<file path="src/rtl/sample_run_ctrl.sv">
// Run sequencer for the sample edge-detect datapath: arms the detector, waits for
// the address window, collects falling-edge samples and guards the run with a watchdog.
module sample_run_ctrl #(
  parameter int DATA_WIDTH = 16,
  parameter int CNT_W      = 8,
  parameter int TMO_W      = 16
) (
  input  logic                  clk,
  input  logic                  resetb,
  input  logic                  start,
  input  logic                  abort,
  input  logic [CNT_W-1:0]      num_samples,
  input  logic [DATA_WIDTH-1:0] delay_cfg,
  input  logic [TMO_W-1:0]      timeout_cfg,
  input  logic                  det_stop,
  input  logic                  det_addr_en,
  output logic                  det_resetb,
  output logic [DATA_WIDTH-1:0] det_delay,
  output logic                  cal_done,
  output logic                  busy,
  output logic                  sample_valid,
  output logic [CNT_W-1:0]      sample_idx,
  output logic                  done,
  output logic                  timeout_err
);

  typedef enum logic [2:0] {
    S_IDLE,
    S_ARM,
    S_WAIT_ADDR,
    S_RUN,
    S_CAL,
    S_FINISH
  } state_t;

  state_t           state, next_state;
  logic             arm_cnt;
  logic [CNT_W-1:0] num_lat;
  logic [TMO_W-1:0] tmo_lat;
  logic [TMO_W-1:0] wd_cnt;
  logic             start_acc;
  logic             accept;
  logic             tmo_hit;
  logic             wd_active;
  logic             wd_expired;

  assign wd_active  = (state == S_WAIT_ADDR) || (state == S_RUN);
  assign wd_expired = wd_active && (tmo_lat != '0) && (wd_cnt == tmo_lat);

  // Priority inside each active state: abort, then watchdog, then detector events.
  always_comb begin
    // NOTE: every combinational output gets a default first so no path infers a latch.
    next_state = state;
    start_acc  = 1'b0;
    accept     = 1'b0;
    tmo_hit    = 1'b0;
    case (state)
      S_IDLE: begin
        if (start) begin
          start_acc  = 1'b1;
          next_state = S_ARM;
        end
      end
      S_ARM: begin
        // The zero-count decision uses the latched count, so it is taken here.
        if (abort)                next_state = S_IDLE;
        else if (num_lat == '0)   next_state = S_FINISH;
        else if (arm_cnt)         next_state = S_WAIT_ADDR;
      end
      S_WAIT_ADDR: begin
        if (abort) begin
          next_state = S_IDLE;
        end else if (wd_expired) begin
          tmo_hit    = 1'b1;
          next_state = S_IDLE;
        end else if (det_addr_en) begin
          next_state = S_RUN;
        end
      end
      S_RUN: begin
        if (abort) begin
          next_state = S_IDLE;
        end else if (wd_expired) begin
          tmo_hit    = 1'b1;
          next_state = S_IDLE;
        end else if (det_stop) begin
          accept     = 1'b1;
          next_state = S_CAL;
        end
      end
      S_CAL: begin
        if (abort)                      next_state = S_IDLE;
        else if (sample_idx == num_lat) next_state = S_FINISH;
        else                            next_state = S_RUN;
      end
      S_FINISH: next_state = S_IDLE;
      default:  next_state = S_IDLE;
    endcase
  end

  always_ff @(posedge clk or negedge resetb) begin
    if (!resetb) begin
      state        <= S_IDLE;
      arm_cnt      <= 1'b0;
      num_lat      <= '0;
      tmo_lat      <= '0;
      wd_cnt       <= '0;
      det_delay    <= '0;
      det_resetb   <= 1'b0;
      cal_done     <= 1'b0;
      busy         <= 1'b0;
      sample_valid <= 1'b0;
      sample_idx   <= '0;
      done         <= 1'b0;
      timeout_err  <= 1'b0;
    end else begin
      // NOTE: sequential state uses non-blocking assignments so all registers update together.
      state   <= next_state;
      arm_cnt <= (state == S_ARM) && !arm_cnt;

      if (start_acc) begin
        num_lat     <= num_samples;
        tmo_lat     <= timeout_cfg;
        det_delay   <= delay_cfg;
        sample_idx  <= '0;
        timeout_err <= 1'b0;
      end

      if (tmo_hit) timeout_err <= 1'b1;

      // Saturating index: a full-scale count ends at the maximum instead of wrapping.
      if (accept && (sample_idx != {CNT_W{1'b1}})) sample_idx <= sample_idx + 1'b1;

      if (((next_state == S_WAIT_ADDR) && (state != S_WAIT_ADDR)) || accept)
        wd_cnt <= '0;
      else if (wd_active && (wd_cnt != {TMO_W{1'b1}}))
        wd_cnt <= wd_cnt + 1'b1;

      // Outputs are registered from the next state so they align with it.
      busy         <= (next_state != S_IDLE);
      det_resetb   <= (next_state == S_WAIT_ADDR) || (next_state == S_RUN) ||
                      (next_state == S_CAL);
      cal_done     <= (next_state == S_CAL);
      done         <= (next_state == S_FINISH);
      sample_valid <= accept;
    end
  end

endmodule
</file>
<file path="config.mk">
export PLATFORM = sky130hd
export DESIGN_NAME = sample_run_ctrl
export DESIGN_NICKNAME = d
export VERILOG_FILES = /design/src/rtl/sample_run_ctrl.sv
export SDC_FILE = /design/constraint.sdc
export NUM_CORES = 1
export LEC_CHECK = 0
export CORE_MARGIN = 4
export CORE_UTILIZATION = 55
export DETAILED_ROUTE_END_ITERATION = 6
export PLACE_DENSITY = 0.81
export SETUP_SLACK_MARGIN = 0.1
export SLEW_MARGIN = 20
export SYNTH_ARGS = -nofsm -noshare
export SYNTH_HDL_FRONTEND = slang
export SYNTH_SLANG_ARGS = --single-unit
</file>
<file path="constraint.sdc">
create_clock -name clk -period 5.9 [get_ports clk]
set_clock_uncertainty 0.15 [all_clocks]
set_input_delay 1.18 -clock clk [delete_from_list [all_inputs] [get_ports clk]]
set_output_delay 1.18 -clock clk [all_outputs]
set_load 0.02 [all_outputs]
</file>
; ---- Yosys cells after proc, flatten, opt, wreduce, memory -nomap -nowiden
; Cells that the tools add are included.
[totals]
regBits = 74
inputBits = 46
output_inout_bits = 30
word_cells = 75
[op_classes]
addsub = 2
n_eq_ne = 13
muxes = 28
n_reduce_logical = 19
[op_table]
columns = cell, count
row1 = 3-bit 2-to-1 mux, 12
row2 = 16-bit 2-to-1 mux, 2
row3 = 16-bit by 1-bit adder with 16-bit output (second input constant), 1
row4 = 16-bit == test, 1
row5 = 8-bit 2-to-1 mux, 2
row6 = 16-bit inequality test (second input constant), 1
row7 = 16-bit nonzero test, 1
row8 = 3-bit case mux with 5 select lines, 1
row9 = 3-bit by 2-bit == test with 1-bit output (second input constant), 4
row10 = 1-bit 2-to-1 mux, 11
row11 = 3-bit == test (second input constant), 3
row12 = 8-bit by 1-bit adder with 8-bit output (second input constant), 1
row13 = 8-bit == test, 1
row14 = 8-bit zero test, 1
row15 = 8-bit inequality test (second input constant), 1
row16 = 1-bit logical AND, 6
row17 = 2-bit nonzero test, 3
row18 = 1-bit logical OR, 4
row19 = 3-bit by 1-bit == test with 1-bit output (second input constant), 1
row20 = 3-bit zero test, 1
row21 = 3-bit by 2-bit inequality test with 1-bit output (second input constant), 1
row22 = 3-bit nonzero test, 1
row23 = 2-bit OR reduction, 1
row24 = 1-bit zero test, 1

; ---- Depth between registers and ports, before layout
[depth]
ltp_word = 11
ltp_mapped = 8
depth_no_buf = 7

; ---- Least setup slack after synthesis
; Ideal clock, no wire load.
[synth_timing]
path_type = input to register
start = input port abort
end = register sample_idx[5]
setup_time_ps = 126
arrival_time_ps = 2195
required_time_ps = 5624
path_slack_ps = 3429
cell_stages = 4
n_path_buf = 0
path_cell_list = nand4b_4 -> o21bai_1 -> o21a_2 -> a221o_1
[synth_via]
elab_chain_cells = 4
word_cells_on_any_way = 5
classes_between = 3 x mux / 2 x reduce/logical
[synth_rtl]
columns = item, line
row1 = from (decl), 11  ; input logic abort,
row2 = 1-bit 2-to-1 mux (*), 81  ; if (abort) begin
row3 = 1-bit 2-to-1 mux (*), 57  ; case (state)
row4 = 1-bit logical AND (*), 132  ; if (accept && (sample_idx != {CNT_W{1'b1}})) sample_idx <= sample_idx + 1'b1;
row5 = 8-bit 2-to-1 mux / 2-bit nonzero test (equally long branches), n/a
row6 = to (signal assigned), 132
row7 = to (decl), 22  ; output logic [CNT_W-1:0] sample_idx,
; Every way passes the cells marked *; elsewhere a longest branch is shown, timed or not.
; A chain may end at the register's enable or synchronous reset.

; ---- Worst setup path after layout
[layout_timing]
start = input port start
end = register sample_idx[5]
[layout_via]
elab_chain_cells = 3
[layout_rtl]
columns = item, line
row1 = from (decl), 10  ; input logic start,
row2 = 1-bit 2-to-1 mux, 59  ; if (start) begin
row3 = 1-bit 2-to-1 mux, 57
row4 = 2-bit nonzero test (no source line), n/a
; Every way passes these cells.

==> impl_metrics.ini <==
[critical_path]
path_max_fanout = 44
worstSetupStartpoint = start
reg2reg_slack_ps = 3580
path_class = in -> reg
cp.arrival_ps = 3000
crit_end = sample_idx[5]
critical_path_required_ps = 5980
regToRegStartpoint = wd_cnt[13]
reg2reg_to = wd_cnt[5]
start_kind = input port
end_kind = register
rr_worst_depth = 6

[clock_network]
cts.path.max_buffers = 2
cts_sinks = 74
cts_max_level = 3
cts_tree = done
cts.clk_slew.worst_paths_ps = 70
clockRootBuffer = clkbuf_8
postCtsSetupRepairBufs = 0
cts-buffers-inserted = 9
clk_latency_ps = 350
cts-resized-gates = 0
hold_buffers = 0

[detailed_routing]
dr_total_vias = 2528
first_pass_iters = 5
drc_errors = 0
vias_per_cell = 5.47
antenna_left = 0
wire_per_inst_um = 16.2
wirelength_um = 7510
initialDrtViolationCount = 119

[yosys]
synth_area_per_cell_um2 = 11.6
synth_top_area_share = 0.521
synth_top_flop_cell = dfrtp_1
syn_nets = 353
netlist-cell-type-count = 45
synth_warnings = 0
async_reset_ff_frac = 1.00
yosys.area.top_type = dfrtp_1
syn_area_um2 = 3550
yosys-top-cells-area = dfrtp_1 52%, mux2_2 13%, xnor2_1 5.9%, xor2_1 4.2%, nor2_1 3.3%
ys_seq_elements = 74
synth_edf_count = 0
syn_inst = 305
seq_area_frac_synth = 0.521

[placed_design]
dp_hpwl_um = 5450
io_buffers = 75
place_congestion = 0.867
dp.cells = 446
post_dp_cell_area_um2 = 4330

[finish]
fin_cells = 462
diodes = 0
multi_input_area_um2 = 1620
fin_area_um2 = 4520
syn_to_final_growth_pct = 27.3
drive_above_1_share = 0.182
mostFrequentLayoutCells = 74 x dfrtp_1, 74 x clkdlybuf4s50_1, 41 x mux2_2, 31 x nor2_1, 24 x xnor2_1
nFillCells = 470
fin_nets = 428
seqCellArea_um2 = 1850

[die]
pin_count = 76
die_y_um = 88.4
rows = 29
die_w_um = 88.4
start_util = 0.562
fp.dieArea_um2 = 7810
core-area_um2 = 6310

[sta]
final-setup-viol-count = 0
worstMarginPinSlew_ps = 992
fin_crit_ps = 2930
slew_headroom = 0.339
rsz0062_at_grt = no
fin_setup_tns_ps = 0
fmax_ghz = 0.342
finalHoldViolations = 0
drv_slew = 0
min_period_over_period = 0.496

[min_path]
hold_class = reg -> reg
holdPathStages = 1

[power]
p_sw_mw = 0.716
seq_power_share = 0.450
clockPowerShare = 0.190
p_int_mw = 1.33
p_leak_nw = 1.89
combPwrFrac = 0.360
swShare = 0.351
ir_drop_mv = 0.329
totalPowerFinal_mw = 2.04
power_density_nw_per_um2 = 452

[global_route]
gr-usage-all-layers = 0.212
grt_max_degree = 75
grt_pass1_wl_um = 12600
overflow = 0
grt_pass1_vias = 2545
antenna_found_initial = 0

[status]
status = finished, final reports clean

[run]
maxCapViolCount = 0
layer usage:
metal | vias up | track usage | wire length [um]
met4 | 0 | 0.0783 | 127
met1 | 1247 | 0.290 | 3430
li1 | 1217 | - | -
met2 | 53 | 0.327 | 3560
met5 | - | 0 | 0
met3 | 11 | 0.0577 | 385
sequential cells by signal, indices dropped and copies added, names as in the netlist:
register	flops
det_resetb	1
num_lat	8
cal_done	1
timeout_err	1
state	3
tmo_lat	16
busy	1
wd_cnt	16
sample_valid	1
det_delay	16
arm_cnt	1
done	1
sample_idx	8
area by class of cell:
| cell class | count | share of cell area |
|---|---|---|
| sequential | 74 | 0.410 |
| multi-input combinational | 217 | 0.358 |
| timing repair buffer | 75 | 0.165 |
| clock buffer | 11 | 0.0313 |
| tap | 77 | 0.0213 |
| clock inverter | 5 | 0.0119 |
| inverter | 3 | 0.00249 |
how the worst min path moves through the flow:
stage	start	endpoint	slack, ps
floorplan	arm_cnt	arm_cnt	250
global placement	arm_cnt	arm_cnt	270
detailed placement	arm_cnt	arm_cnt	280
CTS	arm_cnt	arm_cnt	290
global route	arm_cnt	arm_cnt	310
finish	arm_cnt	arm_cnt	280
stage by stage:
stage / utilization / hold slack [ps] / worst slack, ps
5_1_grt: 0.716 / 307 / 2890
3_5_place_dp: 0.685 / 278 / 2610
2_1_floorplan: - / 255 / 3430
4_1_cts: 0.716 / 288 / 2960
6_report: 0.716 / 282 / 2970
3_3_place_gp: 0.685 / 265 / 2630
synth_stat cells (3+ instances only):
library cell   n
a21oi_1        3
buf_2          3
buf_6          3
clkbuf_1       4
dfrtp_1       74
inv_1          3
mux2_2        41
nand2_1       17
nand2b_1       8
nand3_1       10
nand4_1       11
nor2_1        31
nor3_1         7
nor4_1         4
nor4_2         3
o21ai_0        6
xnor2_1       24
xor2_1        17
worst max-delay path: stages:
cell and delay, ps:
clkdlybuf4s50_1 460, nand2_1 60, or2_2 620, o21a_2 320, a221o_1 360
cells by family (layout without fill, tap and decap cells):
kind of cell	Yosys count	count (layout)	synth area share
XOR/XNOR	41	41	0.101
multiplexers	43	43	0.136
adder cells (fa/ha/maj)	2	2	0.00705
flip-flops	74	74	0.521
AND/OR/NAND/NOR	109	109	0.169
buffers and inverters	14	94	0.0225
AO/OA/AOI/OAI	22	22	0.0426
power groups by stage:
stage / sequential (mW) / combinational, mW / clock [mW]
after floorplan: 0.937 / 0.453 / 0
after global placement: 0.913 / 0.715 / 0
after detailed placement: 0.926 / 0.740 / 0
after CTS: 0.918 / 0.743 / 0.398
after global routing: 0.949 / 0.800 / 0.421
final: 0.919 / 0.734 / 0.388
Note: power is estimated with default switching activity, not from simulation.
